<file path="config.mk">
export PLATFORM = sky130hd
export DESIGN_NAME = router_node_port
export DESIGN_NICKNAME = d
export VERILOG_FILES = /design/src/rtl/router_node_port.sv
export SDC_FILE = /design/constraint.sdc
export NUM_CORES = 1
export LEC_CHECK = 0
export ABC_AREA = 1
export BUFFER_PORTS_ARGS = -buffer_cell sky130_fd_sc_hd__buf_4
export CELL_PAD_IN_SITES_DETAIL_PLACEMENT = 0
export CELL_PAD_IN_SITES_GLOBAL_PLACEMENT = 1
export CORE_AREA = 5 5 131 226
export CTS_CLUSTER_SIZE = 24
export DETAILED_ROUTE_END_ITERATION = 7
export DIE_AREA = 0 0 136 231
export MAX_ROUTING_LAYER = met4
export PLACE_DENSITY = 0.45
export SETUP_SLACK_MARGIN = 0.3
export SLEW_MARGIN = 10
export SYNTH_ARGS = -nofsm -noshare
export SYNTH_HDL_FRONTEND = slang
export SYNTH_SLANG_ARGS = --single-unit
</file>
<file path="constraint.sdc">
create_clock -name clk -period 4.6 [get_ports clk]
set_input_delay 1.38 -clock clk [delete_from_list [all_inputs] [get_ports clk]]
set_output_delay 1.38 -clock clk [all_outputs]
set_load 0.1 [all_outputs]
</file>
<file path="src/rtl/router_node_port.sv">
// Router-side endpoint of the byte-serial node<->router link: a receive half that
// assembles 4-byte bursts into a held packet, and a transmit half that queues and serializes packets.
module router_node_port #(
  parameter int OUT_DEPTH = 2
) (
  input  logic        clk,
  input  logic        rst_b,
  input  logic        put_outbound,
  input  logic [7:0]  payload_outbound,
  output logic        free_outbound,
  output logic        put_inbound,
  output logic [7:0]  payload_inbound,
  input  logic        free_inbound,
  output logic [31:0] in_pkt,
  output logic        in_pkt_avail,
  input  logic        in_pkt_taken,
  input  logic [31:0] out_pkt,
  input  logic        out_pkt_we,
  output logic        out_full,
  output logic        out_empty
);

  localparam int AW = $clog2(OUT_DEPTH);
  localparam int CW = AW + 1;

  typedef logic [31:0] pkt_t;
  typedef enum logic [1:0] {RX_FREE, RX_COLLECT, RX_HOLD} rx_state_e;
  typedef enum logic {TX_IDLE, TX_SEND} tx_state_e;

  rx_state_e rx_state_q, rx_state_d;
  logic [1:0] rx_cnt_q, rx_cnt_d;
  pkt_t       in_pkt_q, in_pkt_d;
  logic       free_out_q;

  tx_state_e tx_state_q, tx_state_d;
  logic [1:0] sel_q, sel_d;
  pkt_t       send_q, send_d;
  logic       put_in_q;

  pkt_t          mem_q [OUT_DEPTH];
  logic [AW-1:0] wr_ptr_q, wr_ptr_d;
  logic [AW-1:0] rd_ptr_q, rd_ptr_d;
  logic [CW-1:0] count_q, count_d;
  logic          push, pop;

  // Receive half
  always_comb begin
    rx_state_d = rx_state_q;
    rx_cnt_d   = rx_cnt_q;
    in_pkt_d   = in_pkt_q;
    case (rx_state_q)
      RX_FREE: begin
        if (put_outbound) begin
          in_pkt_d[7:0] = payload_outbound;
          rx_cnt_d      = 2'd1;
          rx_state_d    = RX_COLLECT;
        end
      end
      RX_COLLECT: begin
        if (put_outbound) begin
          in_pkt_d[8*rx_cnt_q +: 8] = payload_outbound;
          rx_cnt_d                  = rx_cnt_q + 2'd1;
          if (rx_cnt_q == 2'd3) rx_state_d = RX_HOLD;
        end
      end
      RX_HOLD: begin
        if (in_pkt_taken) rx_state_d = RX_FREE;
      end
      default: rx_state_d = RX_FREE;
    endcase
  end

  always_ff @(posedge clk or negedge rst_b) begin
    if (!rst_b) begin
      rx_state_q <= RX_FREE;
      rx_cnt_q   <= '0;
      in_pkt_q   <= '0;
      free_out_q <= 1'b0;
    end else begin
      rx_state_q <= rx_state_d;
      rx_cnt_q   <= rx_cnt_d;
      in_pkt_q   <= in_pkt_d;
      free_out_q <= (rx_state_d == RX_FREE);
    end
  end

  assign free_outbound = free_out_q;
  assign in_pkt        = in_pkt_q;
  assign in_pkt_avail  = (rx_state_q == RX_HOLD);

  // Outbound queue; pointers wrap naturally because OUT_DEPTH is a power of two
  assign out_full  = (count_q == CW'(OUT_DEPTH));
  assign out_empty = (count_q == '0);
  assign push      = out_pkt_we && !out_full;
  assign pop       = (tx_state_q == TX_IDLE) && !out_empty && free_inbound;

  always_comb begin
    wr_ptr_d = wr_ptr_q;
    rd_ptr_d = rd_ptr_q;
    count_d  = count_q;
    if (push) wr_ptr_d = wr_ptr_q + AW'(1);
    if (pop)  rd_ptr_d = rd_ptr_q + AW'(1);
    if (push && !pop)      count_d = count_q + CW'(1);
    else if (!push && pop) count_d = count_q - CW'(1);
  end

  always_ff @(posedge clk or negedge rst_b) begin
    if (!rst_b) begin
      for (int i = 0; i < OUT_DEPTH; i++) mem_q[i] <= '0;
      wr_ptr_q <= '0;
      rd_ptr_q <= '0;
      count_q  <= '0;
    end else begin
      if (push) mem_q[wr_ptr_q] <= out_pkt;
      wr_ptr_q <= wr_ptr_d;
      rd_ptr_q <= rd_ptr_d;
      count_q  <= count_d;
    end
  end

  // Transmit half
  always_comb begin
    tx_state_d = tx_state_q;
    sel_d      = sel_q;
    send_d     = send_q;
    case (tx_state_q)
      TX_IDLE: begin
        if (pop) begin
          send_d     = mem_q[rd_ptr_q];
          sel_d      = 2'd0;
          tx_state_d = TX_SEND;
        end
      end
      TX_SEND: begin
        sel_d = sel_q + 2'd1;
        if (sel_q == 2'd3) tx_state_d = TX_IDLE;
      end
      default: tx_state_d = TX_IDLE;
    endcase
  end

  always_ff @(posedge clk or negedge rst_b) begin
    if (!rst_b) begin
      tx_state_q <= TX_IDLE;
      sel_q      <= '0;
      send_q     <= '0;
      put_in_q   <= 1'b0;
    end else begin
      tx_state_q <= tx_state_d;
      sel_q      <= sel_d;
      send_q     <= send_d;
      put_in_q   <= (tx_state_d == TX_SEND);
    end
  end

  // Byte lane is forced to zero outside a burst so the link idles quiet
  assign put_inbound     = put_in_q;
  assign payload_inbound = (tx_state_q == TX_SEND) ? send_q[8*sel_q +: 8] : 8'h00;

endmodule
</file>
==> metrics.cfg <==
[synth]
postSynthNetCount=824
ys_async_sr_fraction_pct=100.0
syn-cell-area_mm2=0.006509
ys_seq_area_share_pct=53.83
yosysMostFrequentCell=nand2_1
synthFlopType=dfrtp_1
yosys-top-cells-count=248 x nand2_1, 140 x dfrtp_1, 92 x inv_1, 55 x o21ai_0, 54 x o21ai_1
yosysUniqueCellTypes=29
ys_ff_latch=140
synthSimpleGateAreaFrac_pct=23.14
synth_xor_area_share_pct=0.1346
netlist_instances=770
ys_warn_count=0
yosys.area.top_type_share_pct=53.83
synth-edff-count=0
synth-compound-area-share_pct=12.26
synthMuxAreaShare_pct=0
avgSynthCellArea_um2=8.453
synthAdderAreaFrac_pct=1.538
synth_top_family_by_area=simple AND/OR/NAND/NOR gates
synth_area_leaders=dfrtp_1 54%, nand2_1 14%, inv_1 5.3%, o21ai_0 4.2%, o21ai_1 4.2%
yosysTopAreaCell=dfrtp_1

[routing]
ant_nets=0
drt_wl_total_mm=19.04
drtPass1Iterations=4
remaining_drc_errors=0
first_iter_violations=213
viasPerCell=4.071
wl_per_cell_um=15.39
vias=5036

[critical_path]
cp-end-kind=primary output
r2r-start=rx_cnt_q[0]
reg2reg_slack_ps=2460
reg2reg_depth=6
crit_arrival_ps=2200
start_kind=register
r2r_end=in_pkt[18]
critPathKind=reg -> out
crit_required_ps=3220
cp_max_fo=20

[pwr]
sw_frac_of_total_pct=48.29
p_comb_share_pct=48.6
intPower_mw=3.519
clockPowerShare_pct=20.7
power_density_mw_per_mm2=843.7
netSwitchingPower_mw=3.287
pwr-share-seq_pct=30.7
leakagePower_nw=4.168
ir_drop_mv=0.3296

[grt]
grt_pass1_wl_mm=30.97
grt_use_total_pct=13.37
grt_max_degree=79
grt_pass1_vias=5405
grt-ovfl-total=0
antenna_found_initial=0

[clocking]
cts_made_buffers=17
postCtsSetupBuffers=0
cts_max_level=4
cts_sinks=140
hold_buffers=0
clockRootBuffer=clkbuf_16
cts-resized-gates=0
clk_latency_ps=430
clk_pin_slew_ps=60
cts_tree=yes
cts_buffer_depth=2

[floorplanning]
die_x_um=136
die_area_mm2=0.03142
io_pins=91
num_rows=81
die_y_um=231
core-area_mm2=0.02767
initial_utilization_pct=23.52

[timing]
drv_slew=0
hold_viol_final=0
timing.final.crit_share_pct=77.87
finClkSkew_ps=10.03
finalCriticalPeriod_ps=3582
max_freq_mhz=279.2
fin_setup_tns_ps=0
setup_viol=0
slew_headroom_pct=39.17
rsz0062_at_grt=false
tightest_slew_ps=912.4

[place]
portBuffers=90
gp_congestion=0.8171
dp_hpwl_mm=13.49
dpl.cell_count=1206
placed_area_mm2=0.007482

[cells_and_area]
syn2layout_area_growth_pct=23.95
multi_input_area_mm2=0.002422
drive_gt1_share_pct=21.99
nets=906
regArea_mm2=0.003503
diodes=0
final_area_mm2=0.008068
layout.cells.non_filler=1237
fin_util_pct=29.16
fillers=3081

[run_status]
status=completed

[flow_run]
maxCapViolCount=0

[worst_hold_path]
min-delay-start=mem_q[33]
hold_class=reg -> reg
worstHoldPathCells=2
worstHoldEndpoint=mem_q[33]

-- cell families (layout without fill, tap and decap cells) --
logic type,Yosys count,count (layout)
simple gates,351,351
compound gates,142,142
flops,140,140
buf+inv,128,222
fa+ha+maj,8,8
xor+xnor,1,1
-- metrics by stage --
stage | hold slack (ps) | total power [mW] | setup WS [ps]
3_5_place_dp | 460.4 | 5.510 | 1465
3_3_place_gp | 457.3 | 5.511 | 1470
4_1_cts | 476.0 | 6.969 | 968.3
2_1_floorplan | 446.6 | 4.684 | 353.0
6_report | 472.9 | 6.806 | 1018
5_1_grt | 492.1 | 7.328 | 711.3
-- cells in the final DEF (no fill, tap or decap), types with 8 or more instances in the layout --
cell type  synthesis  layout
nor2_1            28      28
dfrtp_1          140     140
o21ai_2           23      23
a21oi_1            9       9
nand3_1           28      28
inv_1             92      92
ha_1               8       8
or2_2             32      32
o21ai_1           54      54
buf_4              1      93
clkbuf_16          0      17
nand2_1          248     248
o21ai_0           55      55
-- power groups by stage --
| stage | sequential, mW | clock [mW] | combinational, mW |
|---|---|---|---|
| floorplan | 2.72 | 0 | 1.97 |
| detailed placement | 2.12 | 0 | 3.39 |
| global placement | 2.11 | 0 | 3.40 |
| CTS | 2.10 | 1.46 | 3.41 |
| global route | 2.18 | 1.51 | 3.64 |
| finish | 2.09 | 1.41 | 3.31 |
-- critical path: stages (launching register included) --
cell and delay (ps):
dfrtp_1 680, inv_1 380, nand2_1 140, nand3_1 80, a21oi_1 170, buf_4 320
-- routing by layer --
layer,part of all wire [%],global-route usage (%),up-vias
li1,-,-,2572
met1,40,14.56,2346
met2,53,22.84,94
met3,4.4,4.165,24
met4,2.4,4.697,0
met5,0,-,-
-- area by class of cell --
class,instances,area share [%]
clock buffers,24,5.847
clock inverters,7,1.411
inverters,96,4.467
multi-input cells,502,30.02
flip-flops and latches,140,43.42
well taps,373,5.785
repair buffers,95,9.042
-- worst max-delay path by stage --
stage | depth (start not counted) | from | to | slack [ps]
floorplan | 3 | put_inbound | payload_inbound[0] | 350
global placement | 5 | sel_q[0] | payload_inbound[3] | 1470
detailed placement | 5 | sel_q[0] | payload_inbound[1] | 1460
CTS | 5 | sel_q[0] | payload_inbound[6] | 970
global route | 5 | sel_q[0] | payload_inbound[6] | 710
finish | 5 | sel_q[0] | payload_inbound[6] | 1020
-- sequential cells by signal, summed over array words and instances, names as in the netlist --
name	cells
wr_ptr_q	1
send_q	32
sel_q	2
rx_state_q	2
rx_cnt_q	2
mem_q	64
in_pkt	32
free_outbound	1
put_inbound	1
count_q	2
rd_ptr_q	1
No activity file was read; power rests on OpenSTA's default activity.
